`config.mk`:
```
export PLATFORM = sky130hd
export DESIGN_NAME = cacheline_adaptor
export DESIGN_NICKNAME = d
export VERILOG_FILES = /design/src/rtl/cache_types_pkg.sv /design/src/rtl/cacheline_adaptor.sv
export SDC_FILE = /design/constraint.sdc
export NUM_CORES = 1
export LEC_CHECK = 0
export CORE_UTILIZATION = 28
export DETAILED_ROUTE_END_ITERATION = 8
export DONT_BUFFER_PORTS = 1
export PLACE_DENSITY = 0.5
export SLEW_MARGIN = 15
export SYNTH_ARGS = -nofsm -noshare
export SYNTH_HDL_FRONTEND = slang
export SYNTH_SLANG_ARGS = --single-unit
```
`constraint.sdc`:
```
create_clock -name clk -period 4 [get_ports clk]
set_clock_uncertainty 0.2 [all_clocks]
set_input_delay 0.4 -clock clk [delete_from_list [all_inputs] [get_ports clk]]
set_output_delay 0.4 -clock clk [all_outputs]
set_load 0.05 [all_outputs]
```
`src/rtl/cache_types_pkg.sv`:
```
// Shared cache types: adaptor FSM state encoding, line/beat geometry and the
// beat-count derivation used by both the cache datapath and the line adaptor.
package cache_types_pkg;

    localparam int unsigned LINE_W  = 256;
    localparam int unsigned BURST_W = 64;
    localparam int unsigned ADDR_W  = 32;
    localparam int unsigned BEATS   = LINE_W / BURST_W;

    typedef enum logic [1:0] {
        IDLE  = 2'd0,
        READ  = 2'd1,
        WRITE = 2'd2,
        DONE  = 2'd3
    } adaptor_state_t;

endpackage

```
`src/rtl/cacheline_adaptor.sv`:
```
// Cache line <-> memory burst adaptor: assembles BEATS memory beats into a fill
// line and serialises dirty lines to memory. Option: CACHELINE_ADAPTOR_ALIGN_EN.
module cacheline_adaptor #(
    parameter int unsigned LINE_W  = cache_types_pkg::LINE_W,
    parameter int unsigned BURST_W = cache_types_pkg::BURST_W,
    parameter int unsigned ADDR_W  = cache_types_pkg::ADDR_W
) (
    input  logic                clk,
    input  logic                rst_n,
    input  logic [LINE_W-1:0]   line_i,
    output logic [LINE_W-1:0]   line_o,
    input  logic [ADDR_W-1:0]   address_i,
    input  logic                read_i,
    input  logic                write_i,
    output logic                resp_o,
    input  logic [BURST_W-1:0]  burst_i,
    output logic [BURST_W-1:0]  burst_o,
    output logic [ADDR_W-1:0]   address_o,
    output logic                read_o,
    output logic                write_o,
    input  logic                resp_i
);
    import cache_types_pkg::*;

    localparam int unsigned NBEATS = LINE_W / BURST_W;
    localparam int unsigned CNT_W  = (NBEATS > 1) ? $clog2(NBEATS) : 1;
    localparam int unsigned IDX_W  = $clog2(LINE_W);

    adaptor_state_t     r_state;
    adaptor_state_t     w_state_nxt;
    logic [CNT_W-1:0]   r_cnt;
    logic [CNT_W-1:0]   w_cnt_inc;
    logic [CNT_W-1:0]   w_cnt_nxt;
    logic [IDX_W-1:0]   w_off;
    logic [IDX_W-1:0]   w_off_inc;
    logic               w_last;
    logic [ADDR_W-1:0]  w_addr_cap;
    logic [LINE_W-1:0]  r_line;
    logic [LINE_W-1:0]  r_wline;
    logic [BURST_W-1:0] r_burst;
    logic [ADDR_W-1:0]  r_addr;
    logic               r_read_o;
    logic               r_write_o;
    logic               r_resp_o;
    logic               w_read_nxt;
    logic               w_write_nxt;
    logic               w_resp_nxt;

    assign w_last    = (r_cnt == CNT_W'(NBEATS - 1));
    assign w_cnt_inc = r_cnt + CNT_W'(1);
    assign w_cnt_nxt = w_last ? '0 : w_cnt_inc;
    assign w_off     = IDX_W'(r_cnt) * IDX_W'(BURST_W);
    assign w_off_inc = IDX_W'(w_cnt_inc) * IDX_W'(BURST_W);

`ifdef CACHELINE_ADAPTOR_ALIGN_EN
    assign w_addr_cap = address_i & ~ADDR_W'(LINE_W / 8 - 1);
`else
    assign w_addr_cap = address_i;
`endif

    // State register
    always_ff @(posedge clk or negedge rst_n) begin
        if (!rst_n) begin
            r_state <= IDLE;
        end else begin
            r_state <= w_state_nxt;
        end
    end

    // Next-state logic; write wins over read when both are requested
    always_comb begin
        w_state_nxt = r_state;
        case (r_state)
            IDLE: begin
                if (write_i) begin
                    w_state_nxt = WRITE;
                end else if (read_i) begin
                    w_state_nxt = READ;
                end
            end
            READ, WRITE: begin
                if (resp_i && w_last) begin
                    w_state_nxt = DONE;
                end
            end
            DONE:    w_state_nxt = IDLE;
            default: w_state_nxt = IDLE;
        endcase
    end

    // Output decode from the next state so the handshake outputs come straight from flops
    always_comb begin
        w_read_nxt  = 1'b0;
        w_write_nxt = 1'b0;
        w_resp_nxt  = 1'b0;
        case (w_state_nxt)
            READ:    w_read_nxt  = 1'b1;
            WRITE:   w_write_nxt = 1'b1;
            DONE:    w_resp_nxt  = 1'b1;
            default: ;
        endcase
    end

    always_ff @(posedge clk or negedge rst_n) begin
        if (!rst_n) begin
            r_read_o  <= 1'b0;
            r_write_o <= 1'b0;
            r_resp_o  <= 1'b0;
        end else begin
            r_read_o  <= w_read_nxt;
            r_write_o <= w_write_nxt;
            r_resp_o  <= w_resp_nxt;
        end
    end

    // Beat counter, fill assembly and write-back serialisation
    always_ff @(posedge clk or negedge rst_n) begin
        if (!rst_n) begin
            r_cnt   <= '0;
            r_addr  <= '0;
            r_line  <= '0;
            r_wline <= '0;
            r_burst <= '0;
        end else begin
            case (r_state)
                IDLE: begin
                    if (write_i) begin
                        r_addr  <= w_addr_cap;
                        r_wline <= line_i;
                        r_burst <= line_i[BURST_W-1:0];
                        r_cnt   <= '0;
                    end else if (read_i) begin
                        r_addr <= w_addr_cap;
                        r_line <= '0;
                        r_cnt  <= '0;
                    end
                end
                READ: begin
                    if (resp_i) begin
                        r_line[w_off +: BURST_W] <= burst_i;
                        r_cnt                    <= w_cnt_nxt;
                    end
                end
                WRITE: begin
                    if (resp_i) begin
                        r_cnt <= w_cnt_nxt;
                        if (!w_last) begin
                            r_burst <= r_wline[w_off_inc +: BURST_W];
                        end
                    end
                end
                default: ;
            endcase
        end
    end

    assign line_o    = r_line;
    assign burst_o   = r_burst;
    assign address_o = r_addr;
    assign read_o    = r_read_o;
    assign write_o   = r_write_o;
    assign resp_o    = r_resp_o;

endmodule

```
# Word-level counts from Yosys, hierarchy flattened
# Cells that the tools add are included.
# W data, S select, Z words.
[classes]
n_mux = 23
shifts = 3
n_reduce_logical = 12
addsub = 2
n_eq_ne = 15
[ops]
columns = ["op", "count"]
rows = [
  ["$mux W256", 3],
  ["$pmux W256 S2", 1],
  ["$bwmux W256", 1],
  ["$shift A64 B10 Y256 const A", 1],
  ["$shiftx A256 B9 Y64", 1],
  ["$shiftx A64 B10 Y256", 1],
  ["$mux W64", 3],
  ["$pmux W64 S2", 1],
  ["$mux W32", 2],
  ["$mux W2", 7],
  ["$ne A2 B2 Y1 const B", 6],
  ["$eq A2 B2 Y1 const B", 5],
  ["$neg A8 Y10", 1],
  ["$reduce_and A4 Y1", 2],
  ["$reduce_bool A2 Y1", 4],
  ["$pmux W2 S3", 1],
  ["$eq A2 B1 Y1 const B", 2],
  ["$pmux W2 S2", 1],
  ["$reduce_and A2 Y1", 2],
  ["$mux W1", 3],
  ["$ne A3 B3 Y1 const B", 1],
  ["$reduce_and A3 Y1", 1],
  ["$add A2 B1 Y2 const B", 1],
  ["$logic_not A2 Y1", 1],
  ["3 further kinds", 3],
]
[totals]
regBits = 615
input_bits = 357
wordCells = 64
output_inout_bits = 355

# Longest topological paths before layout
[logic_depth]
ltp_word = 6
depth_mapped = 9
ltp_nobuf = 5

# Worst setup path after synthesis
# No wires, ideal clock.
[synth_timing]
path_kind = "register -> register"
startpoint = "register r_cnt[0]"
endpoint = "register r_burst[14], in the netlist burst_o[14]"
arrival_ps = 2779
n_path_buf = 4
required_time_ps = 3674
period_less_slack_ps = 3105
setup_slack_ps = 895
setup_time_ps = 126
path_stages_with_launch = 9
cell_sequence = "dfrtp_1 buf_2 buf_2 inv_1 ha_1 clkbuf_1 clkbuf_1 mux4_2 a221o_1"
[synth_between]
elab_chain_len = 5
word_cells_on_any_way = 8
cone_classes = "add/sub: 1; eq/ne: 2; shift: 1; mux: 3; reduce/logical: 1"
[synth_lines]
columns = ["item", "line_no", "rtl"]
rows = [
  ["start, declared", "cacheline_adaptor.sv:31", "logic [CNT_W-1:0] r_cnt;"],
  ["start signal, assigned", "cacheline_adaptor.sv:141", "r_cnt <= w_cnt_nxt;"],
  ["start signal, assigned", "cacheline_adaptor.sv:146", "r_cnt <= w_cnt_nxt;"],
  ["$add A2 B1 Y2", "cacheline_adaptor.sv:50", "assign w_cnt_inc = r_cnt + CNT_W'(1);"],
  ["$shiftx A256 B9 Y64", "cacheline_adaptor.sv:148", "r_burst <= r_wline[w_off_inc +: BURST_W];"],
  ["$mux W64", "cacheline_adaptor.sv:147", "if (!w_last) begin"],
  ["$mux W64", "cacheline_adaptor.sv:145", "if (resp_i) begin"],
  ["$pmux W64 S2", "cacheline_adaptor.sv:125", "case (r_state)"],
  ["end signal, assigned", "cacheline_adaptor.sv:130", "r_burst <= line_i[BURST_W-1:0];"],
  ["end signal, assigned", "cacheline_adaptor.sv:148", ""],
  ["end, declared", "cacheline_adaptor.sv:40", "logic [BURST_W-1:0] r_burst;"],
]
# Parallel ways exist; a longest one is shown, timed or not. The select of a mux whose other input is x is not followed.
# A chain may end at the register's enable or synchronous reset.

==> results.sh <==
export IMPL_avgSynthCellArea_sq_um=15.1
export IMPL_gr_usage_met1_pct=19.3
export IMPL_ys_async_sr_fraction_pct=100
export IMPL_syn_area_sq_um=26400
export IMPL_max_slew_worst_pin_slew_ps=4750
export IMPL_ys_warn_count=0
export IMPL_seq_area_frac_synth_pct=58.2
export IMPL_io_pin_count=712
export IMPL_ir_drop_mv=0.633
export IMPL_drv_slew=469
export IMPL_synth_fp_nets=2120
export IMPL_gp_congestion=0.763
export IMPL_die_width_um=309
export IMPL_top_usage_layer="met2"
export IMPL_post_route_period_util_pct=84.6
export IMPL_antenna_found_initial=19
export IMPL_overflow=0
export IMPL_hold_ws_ps=-725
export IMPL_cts_tree="yes"
export IMPL_clockRootBuffer="clkbuf_16"
export IMPL_cts_setup_buffers=0
export IMPL_cts_resized=0
export IMPL_finalSetupTns_ps=0
export IMPL_synth_ff_type="dfrtp_1"
export IMPL_layout_drive_gt1_share_pct=30.9
export IMPL_grt_max_degree=616
export IMPL_clk_latency_ps=640
export IMPL_max_freq_ghz=0.296
export IMPL_drv_cap=0
export IMPL_critPathMaxFanout=615
export IMPL_netlist_instances=1754
export IMPL_die_area_sq_um=95700
export IMPL_syn_to_final_growth_pct=27.6
export IMPL_synth_edff_count=0
export IMPL_cts_max_level=3
export IMPL_grt_pass1_vias=18400
export IMPL_start_kind="input pin"
export IMPL_drt_first_pass_iters=5
export IMPL_final_common_cell="dfrtp_1"
export IMPL_crit_required_ps=3390
export IMPL_fillers=8939
export IMPL_start_util_pct=28.3
export IMPL_power_leakage_uw=0.0155
export IMPL_viasPerCell=4.98
export IMPL_wl_per_cell_um=24.1
export IMPL_setup_viol=0
export IMPL_synth_distinct_cells=37
export IMPL_cts_sinks=615
export IMPL_finalHoldViolCount=291
export IMPL_dp_hpwl_um=53100
export IMPL_rsz0062_at_grt="false"
export IMPL_io_buffer_count=0
export IMPL_p_per_area_nw_per_um2=783
export IMPL_relSlewSlack_pct=-217
export IMPL_drc_errors=0
export IMPL_fin_nets=2430
export IMPL_use_met3_pct=6.52
export IMPL_violations="hold timing, slew limit"
export IMPL_die_y_um=309
export IMPL_dp_slack_ps=1230
export IMPL_vias=16900
export IMPL_ant_nets=0
export IMPL_outcome="finished, violations left"
export IMPL_grtUsageTotal_pct=16.7
export IMPL_crit_type="in2async"
export IMPL_critical_path_arrival_ps=2770
export IMPL_wl_um=81800
export IMPL_layout_area_seq_sq_um=15400
export IMPL_hp_class="in2async"
export IMPL_drt_iter0_drc=993
export IMPL_grt_pass1_wl_um=122000
export IMPL_clk_pin_slew_ps=60
export IMPL_multi_input_area_sq_um=10300
export IMPL_worstSetupEndpointType="asynchronous set/reset pin"
export IMPL_cts_buffers=74
export IMPL_final_cell_mix="dfrtp_1 (614), mux2_2 (413), dlygate4sd3_1 (354)"
export IMPL_clockBufferDepth=3
export IMPL_fin_crit_ps=3380
export IMPL_timing_final_ws_setup_ps=617
export IMPL_rows=112
export IMPL_ys_ff_latch=615
export IMPL_use_met2_pct=27.9
export IMPL_cts_hold_buf=355
export IMPL_coreArea_sq_um=93500
==> state kept, by name, indices dropped and copies added, names as in the netlist <==
name and cells:
r_wline 256, write_o 1, resp_o 1, address_o 32, line_o 256, r_state 2, r_cnt 2, read_o 1
burst_o 64
==> cell usage after synthesis, types with 9 or more instances <==
cell      count  area (sq um)
mux4_2       64          1440
a221o_1      64           641
buf_2        47           235
mux2_2      413          4650
buf_6        19           214
ha_1          9           113
a22o_1       64           561
mux2_1       67           754
clkbuf_1     85           319
dfrtp_1     615         15400
and4_1       64           561
and3_1      193          1210
==> logic make-up after synthesis <==
group           synth area share, %
flops                          58.2
mux                            26.0
simple gates                   7.14
buf+inv                        3.08
compound gates                 5.19
fa+ha+maj                     0.426
==> worst paths after layout <==
path / start / to / slack, ps / depth (start not counted)
worst min register to register: r_wline[214]$_DFFE_PN0P_ / r_wline[214]$_DFFE_PN0P_ / 300 / 1
min in group clk: write_i / r_wline[59]$_DFFE_PN0P_ / 90 / 2
worst max-delay path: rst_n / line_o[16]$_DFFE_PN0P_ / 620 / 0
worst max register to register: r_cnt[0]$_DFFE_PN0P_ / line_o[229]$_DFFE_PN0P_ / 1240 / 6
worst min-delay path: rst_n / line_o[25]$_DFFE_PN0P_ / -720 / 0
max in group clk: r_cnt[0]$_DFFE_PN0P_ / line_o[229]$_DFFE_PN0P_ / 1240 / 6
==> cell type report <==
cell class	count	area share, %
inverter	7	0.0779
tap	1254	4.65
clock inverter	29	0.838
sequential	615	45.6
antenna	15	0.111
clock buffer	106	6.47
timing repair buffer	389	11.7
multi-input combinational	977	30.6
==> metrics by stage <==
step / hold WS, ps / total power [uW] / instances / instance area, sq um / util (%)
after global placement: -82.9 / 19200 / 2887 / 27700 / 29.6
after global routing: -783 / 27700 / 3388 / 33700 / 36.1
final: -725 / 26400 / 3392 / 33700 / 36.1
after CTS: -787 / 26700 / 3377 / 33700 / 36.1
after floorplan: -95.6 / 17300 / 1754 / 26400 / -
after detailed placement: -82.6 / 19500 / 2887 / 27700 / 29.6
==> power by group <==
group | leakage [uW] | total, uW | internal, uW | switching (uW)
Combinational | 0.00639 | 8220 | 4280 | 3940
Clock | 0.00122 | 6760 | 4020 | 2740
Sequential | 0.00786 | 11400 | 8130 | 3310
==> per-layer routing <==
metal / share of wire, % / up-vias / wire, um
met2: 49 / 630 / 40300
met1: 38 / 8858 / 31300
met5: 0.011 / - / 9
met4: 2.9 / 2 / 2360
met3: 9.5 / 134 / 7750
li1: - / 7265 / -
(Power assumes the default switching activity.)
